===== config.mk =====
export PLATFORM = sky130hd
export DESIGN_NAME = uart_tx_frame_gen
export DESIGN_NICKNAME = d
export VERILOG_FILES = /design/src/rtl/uart_tx_frame_gen.sv
export SDC_FILE = /design/constraint.sdc
export NUM_CORES = 1
export LEC_CHECK = 0
export CELL_PAD_IN_SITES_DETAIL_PLACEMENT = 0
export CELL_PAD_IN_SITES_GLOBAL_PLACEMENT = 2
export CORE_UTILIZATION = 42
export DETAILED_ROUTE_END_ITERATION = 10
export DONT_BUFFER_PORTS = 1
export PLACE_DENSITY_LB_ADDON = 0.1
export SLEW_MARGIN = 15
export SYNTH_ARGS = -nofsm -noshare
export SYNTH_HDL_FRONTEND = slang
export SYNTH_SLANG_ARGS = --single-unit

===== constraint.sdc =====
create_clock -name clk -period 2.45 [get_ports clk]
set_input_delay 0.3675 -clock clk [delete_from_list [all_inputs] [get_ports clk]]
set_output_delay 0.3675 -clock clk [all_outputs]
set_load 0.03 [all_outputs]

===== src/rtl/uart_tx_frame_gen.sv =====
// UART TX: LSB-first frames, runtime parity (none/even/odd, word or per byte), 1/2 stop bits.
// tx_out falls on the accept edge; ready only in IDLE. `UART_TX_BREAK_EN adds break_req.
module uart_tx_frame_gen #(
   parameter int DATA_WIDTH   = 16,
   parameter int CLKS_PER_BIT = 4
) (
   input  logic                  clk,
   input  logic                  rst_n,
   input  logic                  valid,
   input  logic [DATA_WIDTH-1:0] data,
   output logic                  ready,
   input  logic [1:0]            parity_mode,
   input  logic                  parity_per_byte,
   input  logic                  stop2,
   input  logic                  error_inject,
   output logic                  busy,
`ifdef UART_TX_BREAK_EN
   input  logic                  break_req,
`endif
   output logic                  tx_out
);
   localparam int CNT_W = $clog2(CLKS_PER_BIT) + 1;
   localparam int IDX_W = (DATA_WIDTH > 1) ? $clog2(DATA_WIDTH) : 1;
   localparam logic [CNT_W-1:0] CNT_LAST = CNT_W'(CLKS_PER_BIT - 1);
   localparam logic [IDX_W-1:0] IDX_LAST = IDX_W'(DATA_WIDTH - 1);
   localparam logic [IDX_W-1:0] BYTE_END = IDX_W'(7);

   typedef enum logic [2:0] {S_IDLE, S_START, S_DATA, S_PARITY, S_STOP} state_t;

   state_t                state;
   logic [CNT_W-1:0]      cnt;
   logic [IDX_W-1:0]      idx;
   logic [DATA_WIDTH-1:0] dat_q;
   logic                  par_en_q, par_odd_q, per_byte_q, stop2_q, inject_q;
   logic                  acc;
   logic                  stop_more;
   logic                  brk;

`ifdef UART_TX_BREAK_EN
   assign brk = break_req;
`else
   assign brk = 1'b0;
`endif

   logic [IDX_W-1:0] idx_nxt;
   logic             acc_nxt, par_here, par_bit, bit_end;

   // acc holds the XOR of data bits sent since the previous parity bit
   always_comb begin
      idx_nxt  = idx + 1'b1;
      acc_nxt  = acc ^ dat_q[idx];
      bit_end  = (cnt == CNT_LAST);
      par_here = par_en_q && ((idx == IDX_LAST) ||
                              (per_byte_q && ((idx & BYTE_END) == BYTE_END)));
      par_bit  = acc_nxt ^ par_odd_q ^ inject_q;
   end

   always_ff @(posedge clk or negedge rst_n) begin
      if (!rst_n) begin
         state      <= S_IDLE;
         cnt        <= '0;
         idx        <= '0;
         dat_q      <= '0;
         par_en_q   <= 1'b0;
         par_odd_q  <= 1'b0;
         per_byte_q <= 1'b0;
         stop2_q    <= 1'b0;
         inject_q   <= 1'b0;
         acc        <= 1'b0;
         stop_more  <= 1'b0;
         tx_out     <= 1'b1;
         ready      <= 1'b1;
         busy       <= 1'b0;
      end else begin
         case (state)
            S_IDLE: begin
               cnt <= '0;
               idx <= '0;
               acc <= 1'b0;
               if (brk) begin
                  tx_out <= 1'b0;
                  ready  <= 1'b0;
                  busy   <= 1'b1;
               end else if (!ready) begin
                  // break just released: line back high, accept from the next edge
                  tx_out <= 1'b1;
                  ready  <= 1'b1;
                  busy   <= 1'b0;
               end else if (valid) begin
                  dat_q      <= data;
                  par_en_q   <= (parity_mode == 2'b01) || (parity_mode == 2'b10);
                  par_odd_q  <= (parity_mode == 2'b10);
                  per_byte_q <= parity_per_byte;
                  stop2_q    <= stop2;
                  inject_q   <= error_inject;
                  state      <= S_START;
                  tx_out     <= 1'b0;
                  ready      <= 1'b0;
                  busy       <= 1'b1;
               end else begin
                  tx_out <= 1'b1;
               end
            end
            S_START: begin
               cnt <= bit_end ? '0 : cnt + 1'b1;
               if (bit_end) begin
                  state  <= S_DATA;
                  tx_out <= dat_q[0];
               end
            end
            S_DATA: begin
               cnt <= bit_end ? '0 : cnt + 1'b1;
               if (bit_end) begin
                  if (par_here) begin
                     state  <= S_PARITY;
                     tx_out <= par_bit;
                     acc    <= 1'b0;
                  end else if (idx == IDX_LAST) begin
                     state     <= S_STOP;
                     tx_out    <= 1'b1;
                     stop_more <= stop2_q;
                  end else begin
                     idx    <= idx_nxt;
                     tx_out <= dat_q[idx_nxt];
                     acc    <= acc_nxt;
                  end
               end
            end
            S_PARITY: begin
               cnt <= bit_end ? '0 : cnt + 1'b1;
               if (bit_end) begin
                  if (idx == IDX_LAST) begin
                     state     <= S_STOP;
                     tx_out    <= 1'b1;
                     stop_more <= stop2_q;
                  end else begin
                     state  <= S_DATA;
                     idx    <= idx_nxt;
                     tx_out <= dat_q[idx_nxt];
                  end
               end
            end
            S_STOP: begin
               cnt <= bit_end ? '0 : cnt + 1'b1;
               if (bit_end) begin
                  if (stop_more) begin
                     stop_more <= 1'b0;
                  end else begin
                     state <= S_IDLE;
                     ready <= 1'b1;
                     busy  <= 1'b0;
                  end
               end
            end
            default: begin
               state  <= S_IDLE;
               cnt    <= '0;
               tx_out <= 1'b1;
               ready  <= 1'b1;
               busy   <= 1'b0;
            end
         endcase
      end
   end
endmodule

==> results by group, run 1 <==
Cells and area
  • Layout area overhead: 7.94%
  • Multi-input logic area: 0.00104 mm²
  • Commonest cells after routing, fill and taps aside: 34 x dfrtp_1, 22 x mux2_2, 11 x nor2_1
  • Layout net count: 207
  • Fillers: 441
  • Layout Utilization: 47.1%
  • Antenna diode count: 0
  • Most common cell after layout, fill and taps aside: dfrtp_1
  • Post-route cell area: 0.00221 mm²
  • Share of cells above drive strength 1: 25.6%
  • Fin cells: 234
  • Sequential Area: 903 µm²

Clocking
  • Post-CTS setup buffer count: 0
  • Post_cts resized: 0
  • Clock tree from TritonCTS: yes
  • # H-tree levels: 2
  • Clock Pin Slew Worst Setup and Hold Paths: 80 ps
  • CTS Sinks: 36
  • Clk Latency, worst-skew pair: 280 ps
  • CTS root buf: clkbuf_8
  • Max clock buf depth: 2
  • Total CTS buffers: 5

Worst setup path
  • CP Class: reg2reg
  • Crit-path cells: ha_1 > mux4_2 > and3b_1 > a31oi_1 > and4_1 > o32ai_1
  • Crit. End Element: register
  • CP startpoint: idx[1]$_DFFE_PN0P_
  • R2R Setup Slk: 380 ps
  • Worst Setup Start Kind: register
  • Critical Path End: tx_out$_DFFE_PN1P_
  • CP max stage cell: mux4_2
  • R2R Path Start: idx[1]$_DFFE_PN0P_
  • Reg-to-Reg End: tx_out$_DFFE_PN1P_
  • Reg2reg path depth: 6
  • Crit path required time: 2660 ps
  • Largest stage delay, worst path: 530 ps
  • Worst-path fanout max: 6
  • Critical path arrival: 2270 ps

Placed design
  • PortBufs: 0
  • Setup WS pre-CTS: 381 ps
  • Post-DP HPWL: 2.96 mm
  • # placed instances: 224
  • Placer Congestion: 0.785
  • Area after DPL: 0.00207 mm²

Global routing
  • Pin count of the biggest net entering global routing: 37
  • Grt ovf: 0
  • Total GRT Usage: 18.2%
  • First-pass GRT wire length: 7.11 mm
  • Vias in the first global route: 1466
  • Initial antenna violation count: 0

Detailed routing
  • Routed len/inst: 17.5 µm
  • Detailed Route WL: 4.09 mm
  • First DRT Iteration DRCs: 89
  • Vias per cell: 5.85
  • ANT nets after route: 0
  • DR vias: 1369
  • Remaining DRCs: 0
  • Drt first pass iters: 6

STA
  • Worst Skew: 7.61 ps
  • Setup slack after layout: 384 ps
  • Fin Hold WS: 234 ps
  • Setup_tns: 0 ps
  • Max-slew headroom: 53.8%
  • F_max: 484 MHz
  • Unrepaired setup endpoints after global routing: false
  • Min Tclk post-route: 2070 ps
  • Max Slew Vio Count: 0
  • # setup viols final: 0
  • Period utilization: 84.3%
  • Worst slew pin tran: 694 ps
  • Final hold vios: 0

Power and ir drop
  • Total power draw: 1.13 mW
  • Combinational share of power: 1.6%
  • Internal: 0.900 mW
  • Sw Pwr: 0.225 mW
  • PwrDens: 509 mW/mm²
  • Lkg Pwr: 1.04 nW
  • Peak supply drop: 0.243 mV
  • Switching share of power: 20.0%
  • Clock group share of total power: 45.6%
  • Power share of the sequential group: 52.8%

Synthesis
  • Yosys reg bits: 36
  • Net Count, Synth: 204
  • Post-synthesis sequential area ratio: 44.1%
  • Mapped Area: 0.00205 mm²
  • Synth warnings: 0
  • FFs w/ async S/R, synth: 100%
  • Main synth FF type: dfrtp_1
  • Post-synthesis average cell area: 11.6 µm²
  • Number of flops mapped to enable cells by yosys: 0
  • Cells after Synth: 176
  • Unique masters post-synth: 43

Die
  • Die Y: 71.8 µm
  • Die area: 0.00516 mm²
  • IO Count: 27
  • Row count: 25
  • Initial core utilization: 43.7%
  • Core ar.: 0.00469 mm²
  • Die X: 71.8 µm

Status
  • Status: completed

Min path
  • Hold depth: 1
  • Hold Crit Class: in2reg

Flow run
  • Max Cap Viol: 0
## metal layers
metal	global-route usage [%]	routed length, µm
met5	0	0
met4	6.54	25
met3	4.22	101
met2	31.3	2140
met1	22.3	1830
## cell families after synthesis
family,share of synthesized area [%]
compound gates,12.6
xor+xnor,2.14
fa+ha+maj,2.44
buf+inv,5.19
flops,44.1
mux,22.5
simple gates,11.0
## layout make-up
| type | instances | area share (%) |
|---|---|---|
| multi-input combinational | 122 | 47.0 |
| sequential | 36 | 40.9 |
| clock buffer | 5 | 3.11 |
| tap | 54 | 3.06 |
| timing repair buffer | 6 | 2.72 |
| clock inverter | 3 | 1.92 |
| inverter | 8 | 1.36 |
## worst min path at each step
| stage | from | to | slack [ps] |
|---|---|---|---|
| floorplan | rst_n | acc$_DFFE_PN0P_ | 70 |
| global placement | rst_n | cnt[0]$_DFF_PN0_ | 70 |
| detailed placement | rst_n | cnt[0]$_DFF_PN0_ | 70 |
| CTS | data[15] | dat_q[15]$_DFFE_PN0P_ | 220 |
| global route | data[0] | dat_q[0]$_DFFE_PN0P_ | 210 |
| finish | data[15] | dat_q[15]$_DFFE_PN0P_ | 230 |
## timing repair
action	in CTS	in global routing
hold buffers	2	0
setup endpoints to repair	0	0
endpoints found under the hold margin	36	0
## cells in the mapped netlist (3+ instances only)
cell / n / share of area, %
mux2_2: 22 / 12
ha_1: 4 / 2.4
xnor2_1: 5 / 2.1
mux4_2: 3 / 3.3
nand2_1: 6 / 1.1
dfrtp_1: 34 / 42
a21oi_1: 8 / 2.0
mux4_1: 4 / 5.1
nand3_1: 8 / 2.0
o21a_1: 3 / 1.1
a21o_1: 3 / 1.1
nor3_1: 4 / 0.98
inv_1: 8 / 1.5
mux2i_1: 4 / 2.0
buf_6: 4 / 2.2
nor2_1: 11 / 2.0
buf_2: 3 / 0.73
o21ai_0: 8 / 2.0
nor2b_1: 4 / 1.2
## worst max-delay path, delay by kind of cell, from the launching register on
family	cells	cell delay [ps]
simple gates	2	390
mux	1	530
compound gates	2	220
flops	1	410
fa+ha+maj	1	450
## sequential cells by signal, summed over array words and instances (netlist names)
| register | cells |
|---|---|
| busy | 1 |
| idx | 4 |
| ready | 1 |
| acc | 1 |
| dat_q | 16 |
| par_odd_q | 1 |
| inject_q | 1 |
| stop2_q | 1 |
| stop_more | 1 |
| per_byte_q | 1 |
| par_en_q | 1 |
| state | 3 |
| cnt | 3 |
| tx_out | 1 |
## power groups by stage
| stage | combinational [mW] | sequential (mW) | clock, mW |
|---|---|---|---|
| finish | 0.0182 | 0.594 | 0.513 |
| global route | 0.0217 | 0.594 | 0.556 |
| CTS | 0.0194 | 0.594 | 0.531 |
| detailed placement | 0.00189 | 0.606 | 0 |
| global placement | 0.00185 | 0.606 | 0 |
| floorplan | 0.00162 | 0.606 | 0 |
(Power assumes the default switching activity.)
==> inputs of run 2 (changes only) <==
Settings changed: ABC_AREA set to 1, CORE_UTILIZATION 42 to 32.
Clock period 2.45 ns to 1.75 ns, I/O delays scaled along.
==> results by group, run 2 <==
Worst setup path
  • CP Class: reg2reg
  • CP Depth: 11 (+5)
  • Largest stage delay, worst path: 420 ps (-110 ps)
  • WP buf/inv: 2 (+2)
  • CP startpoint: idx[0]$_DFFE_PN0P_
  • Reg2reg path depth: 11 (+5)
  • Crit path required time: 1970 ps (-690 ps)
  • Crit path max-delay family: simple AND/OR/NAND/NOR gates
  • R2R Setup Slk: 120 ps (-260 ps)
  • Worst-path fanout max: 4 (-2)
  • CP max stage cell: dfrtp_1
  • Most common cell on crit path: nand2_1
  • Crit. End Element: register
  • Critical path arrival: 1850 ps (-420 ps)
  • Worst Setup Start Kind: register
  • Crit-path cells: ha_4 > ha_1 > nand2_1 > nand2_1 > nand2_2 > nor2_2 > inv_1 > nand3_2 > inv_4 > nand2_4 > o21ai_2
  • R2R Path Start: idx[0]$_DFFE_PN0P_

Power and ir drop
  • Lkg Pwr: 1.13 nW (+8.6%)
  • Sw Pwr: 2.03 mW (+800%)
  • Internal: 2.51 mW (+180%)
  • Peak supply drop: 0.547 mV (+120%)
  • Power share of the sequential group: 33.1% (-20 points)
  • Combinational share of power: 50.3% (+49 points)
  • PwrDens: 1890 mW/mm² (+270%)
  • Clock group share of total power: 16.6% (-29 points)
  • Switching share of power: 44.7% (+25 points)

Global routing
  • Vias in the first global route: 1625 (+11%)
  • First-pass GRT wire length: 7.92 mm (+11%)
  • Pin count of the biggest net entering global routing: 37 (unchanged)
  • Initial antenna violation count: 0 (unchanged)
  • Total GRT Usage: 16.0% (-2.1 points)
  • Grt ovf: 0 (unchanged)

Die
  • Die X: 81.2 µm (+13%)
  • Initial core utilization: 33.5% (-10 points)
  • Die area: 0.00660 mm² (+28%)
  • IO Count: 27 (unchanged)
  • Die Y: 81.2 µm (+13%)
  • Row count: 28 (+12%)
  • Core ar.: 0.00599 mm² (+28%)

Synthesis
  • Net Count, Synth: 296 (+45%)
  • Mapped Area: 0.00201 mm² (-2.0%)
  • Area leader, netlist: dfrtp_1
  • Cells after Synth: 268 (+52%)
  • Number of flops mapped to enable cells by yosys: 0 (unchanged)
  • Top cell type's share of synthesized area: 42.4% (+0.83 points)
  • Post-synthesis average cell area: 7.49 µm² (-36%)
  • Most common cell in the netlist: nand2_1
  • Main synth FF type: dfrtp_1
  • Yosys reg bits: 36 (unchanged)
  • Post-synthesis sequential area ratio: 45.0% (+0.88 points)
  • Unique masters post-synth: 28 (-35%)
  • List of most frequent post-synthesis cells: 70 x nand2_1, 39 x inv_1, 34 x dfrtp_1, 29 x o21ai_0, 23 x nand3_1
  • Synth warnings: 0 (unchanged)
  • FFs w/ async S/R, synth: 100% (unchanged)
  • Top post-synthesis cells by area: dfrtp_1 42%, nand2_1 13%, inv_1 7.3%

Flow run
  • Max Cap Viol: 0 (unchanged)

STA
  • Unrepaired setup endpoints after global routing: true
  • Setup_tns: 0 ps (unchanged)
  • Max Slew Vio Count: 0 (unchanged)
  • Min Tclk post-route: 1630 ps (-435 ps)
  • F_max: 613 MHz (+27%)
  • Final hold vios: 0 (unchanged)
  • Worst slew pin tran: 328 ps (-366 ps)
  • Period utilization: 93.2% (+8.9 points)
  • Worst Skew: 8.05 ps (+0.441 ps)
  • # setup viols final: 0 (unchanged)
  • Max-slew headroom: 77.9% (+24 points)

Cells and area
  • Largest regs: dat_q (16), idx (4)
  • Layout area overhead: 19.3%
  • Largest register FFs: 16 (unchanged)
  • Share of cells above drive strength 1: 17.0% (-8.6 points)
  • Largest Register: dat_q
  • Fin cells: 358 (+53%)
  • Layout net count: 310 (+50%)
  • Commonest cells after routing, fill and taps aside: 67 x nand2_1, 39 x inv_1, 33 x dfrtp_1, 28 x o21ai_0, 23 x nand3_1
  • Most common cell after layout, fill and taps aside: nand2_1
  • Antenna diode count: 0 (unchanged)

Detailed routing
  • Vias per cell: 4.72 (-19%)
  • Remaining DRCs: 0 (unchanged)
  • First DRT Iteration DRCs: 118 (+33%)
  • DR vias: 1688 (+23%)
  • Drt first pass iters: 5 (-1)
  • Detailed Route WL: 4.65 mm (+14%)
  • ANT nets after route: 0 (unchanged)
  • Routed len/inst: 13.0 µm (-26%)

Clocking
  • Total CTS buffers: 5 (unchanged)
  • Clock tree from TritonCTS: yes
  • # H-tree levels: 2 (unchanged)
  • Max clock buf depth: 2 (unchanged)
  • CTS Sinks: 36 (unchanged)
  • Clock Pin Slew Worst Setup and Hold Paths: 80 ps (about the same)
  • Clk Latency, worst-skew pair: 290 ps (about the same)
  • CTS root buf: clkbuf_8

Min path
  • Hold depth: 2 (+1)
  • HP Start: parity_per_byte
  • Hold Crit Class: in2reg

Placed design
  • Post-DP HPWL: 3.42 mm (+15%)
  • Placer Congestion: 0.810 (+3.2%)
  • # placed instances: 347 (+55%)
  • PortBufs: 0 (unchanged)

Status
  • Status: completed
run 2: cell types whose count changed after synthesis, moves of 4 or more:
cell / previous run / this run
a21oi_1: 8 / 13
inv_1: 8 / 39
inv_2: 0 / 4
mux2_2: 22 / 0
mux2i_1: 4 / 0
mux4_1: 4 / 0
nand2_1: 6 / 70
nand3_1: 8 / 23
nor2b_1: 4 / 0
o21ai_0: 8 / 29
o21ai_1: 0 / 4
xnor2_1: 5 / 1
run 2: path summary, 6_finish.rpt:
path	endpoint
min in group asynchronous	dat_q[2]$_DFFE_PN0P_
max in group asynchronous	ready$_DFFE_PN1P_
min	per_byte_q$_DFFE_PN0P_
min reg2reg	cnt[0]$_DFF_PN0_
max	idx[0]$_DFFE_PN0P_
max reg2reg	idx[0]$_DFFE_PN0P_
run 2: logic make-up (layout without fill, tap and decap cells):
group	count (synthesis)	after routing	share of synthesized area (%)
buffers and inverters	49	64	10.2
adders and majority gates	4	4	2.49
xor gates and xnor gates	2	2	0.872
and+or+nand+nor	122	122	27.0
DFF	36	36	45.0
AOI/OAI and AO/OA	55	55	14.5
run 2: final cells by class:
type / count / area (µm²)
Inverter: 43 / 166
Fill cell: 633 / 3590
Timing Repair Buffer: 13 / 136
Tap cell: 75 / 93.8
Clock inverter: 3 / 42.5
Clock buffer: 5 / 68.8
Sequential cell: 36 / 905
Multi-Input combinational cell: 183 / 983
run 2: power by group through the flow:
stage / Sequential [mW] / Clock [mW] / Combinational [mW]
6_report: 1.50 / 0.752 / 2.28
5_1_grt: 1.55 / 0.815 / 2.63
4_1_cts: 1.48 / 0.783 / 2.10
3_5_place_dp: 1.50 / 0 / 2.05
3_3_place_gp: 1.50 / 0 / 2.06
2_1_floorplan: 1.46 / 0 / 1.55
run 2: metal layers:
metal | part of all wire (%) | up-vias | track usage (%)
met5 | 0 | - | 0
li1 | - | 894 | -
met1 | 55 | 764 | 22.9
met3 | 3.5 | 2 | 3.82
met4 | 0.56 | 0 | 5.36
met2 | 41 | 28 | 23.4
run 2: what timing repair did:
| action | in CTS | in global routing |
|---|---|---|
| gates cloned | 0 | 0 |
| setup buffers | 0 | 1 |
| setup endpoints to repair | 2 | 10 |
| gates resized for setup | 2 | 23 |
| endpoints found under the hold margin | 36 | 0 |
| hold buffers | 2 | 0 |
| pin swaps | 0 | 1 |
run 2: stage by stage:
| stage | cell area [µm²] | hold slack, ps | util (%) | total power [mW] | setup slack (ps) |
|---|---|---|---|---|---|
| floorplan | 2010 | -33.1 | - | 3.02 | 100 |
| global placement | 2150 | -32.2 | 35.8 | 3.56 | -35.6 |
| detailed placement | 2150 | -32.3 | 35.8 | 3.54 | -23.6 |
| CTS | 2300 | 66.2 | 38.4 | 4.37 | 2.77 |
| global route | 2400 | 66.3 | 40.0 | 4.99 | -20.5 |
| finish | 2400 | 76.8 | 40.0 | 4.54 | 119 |
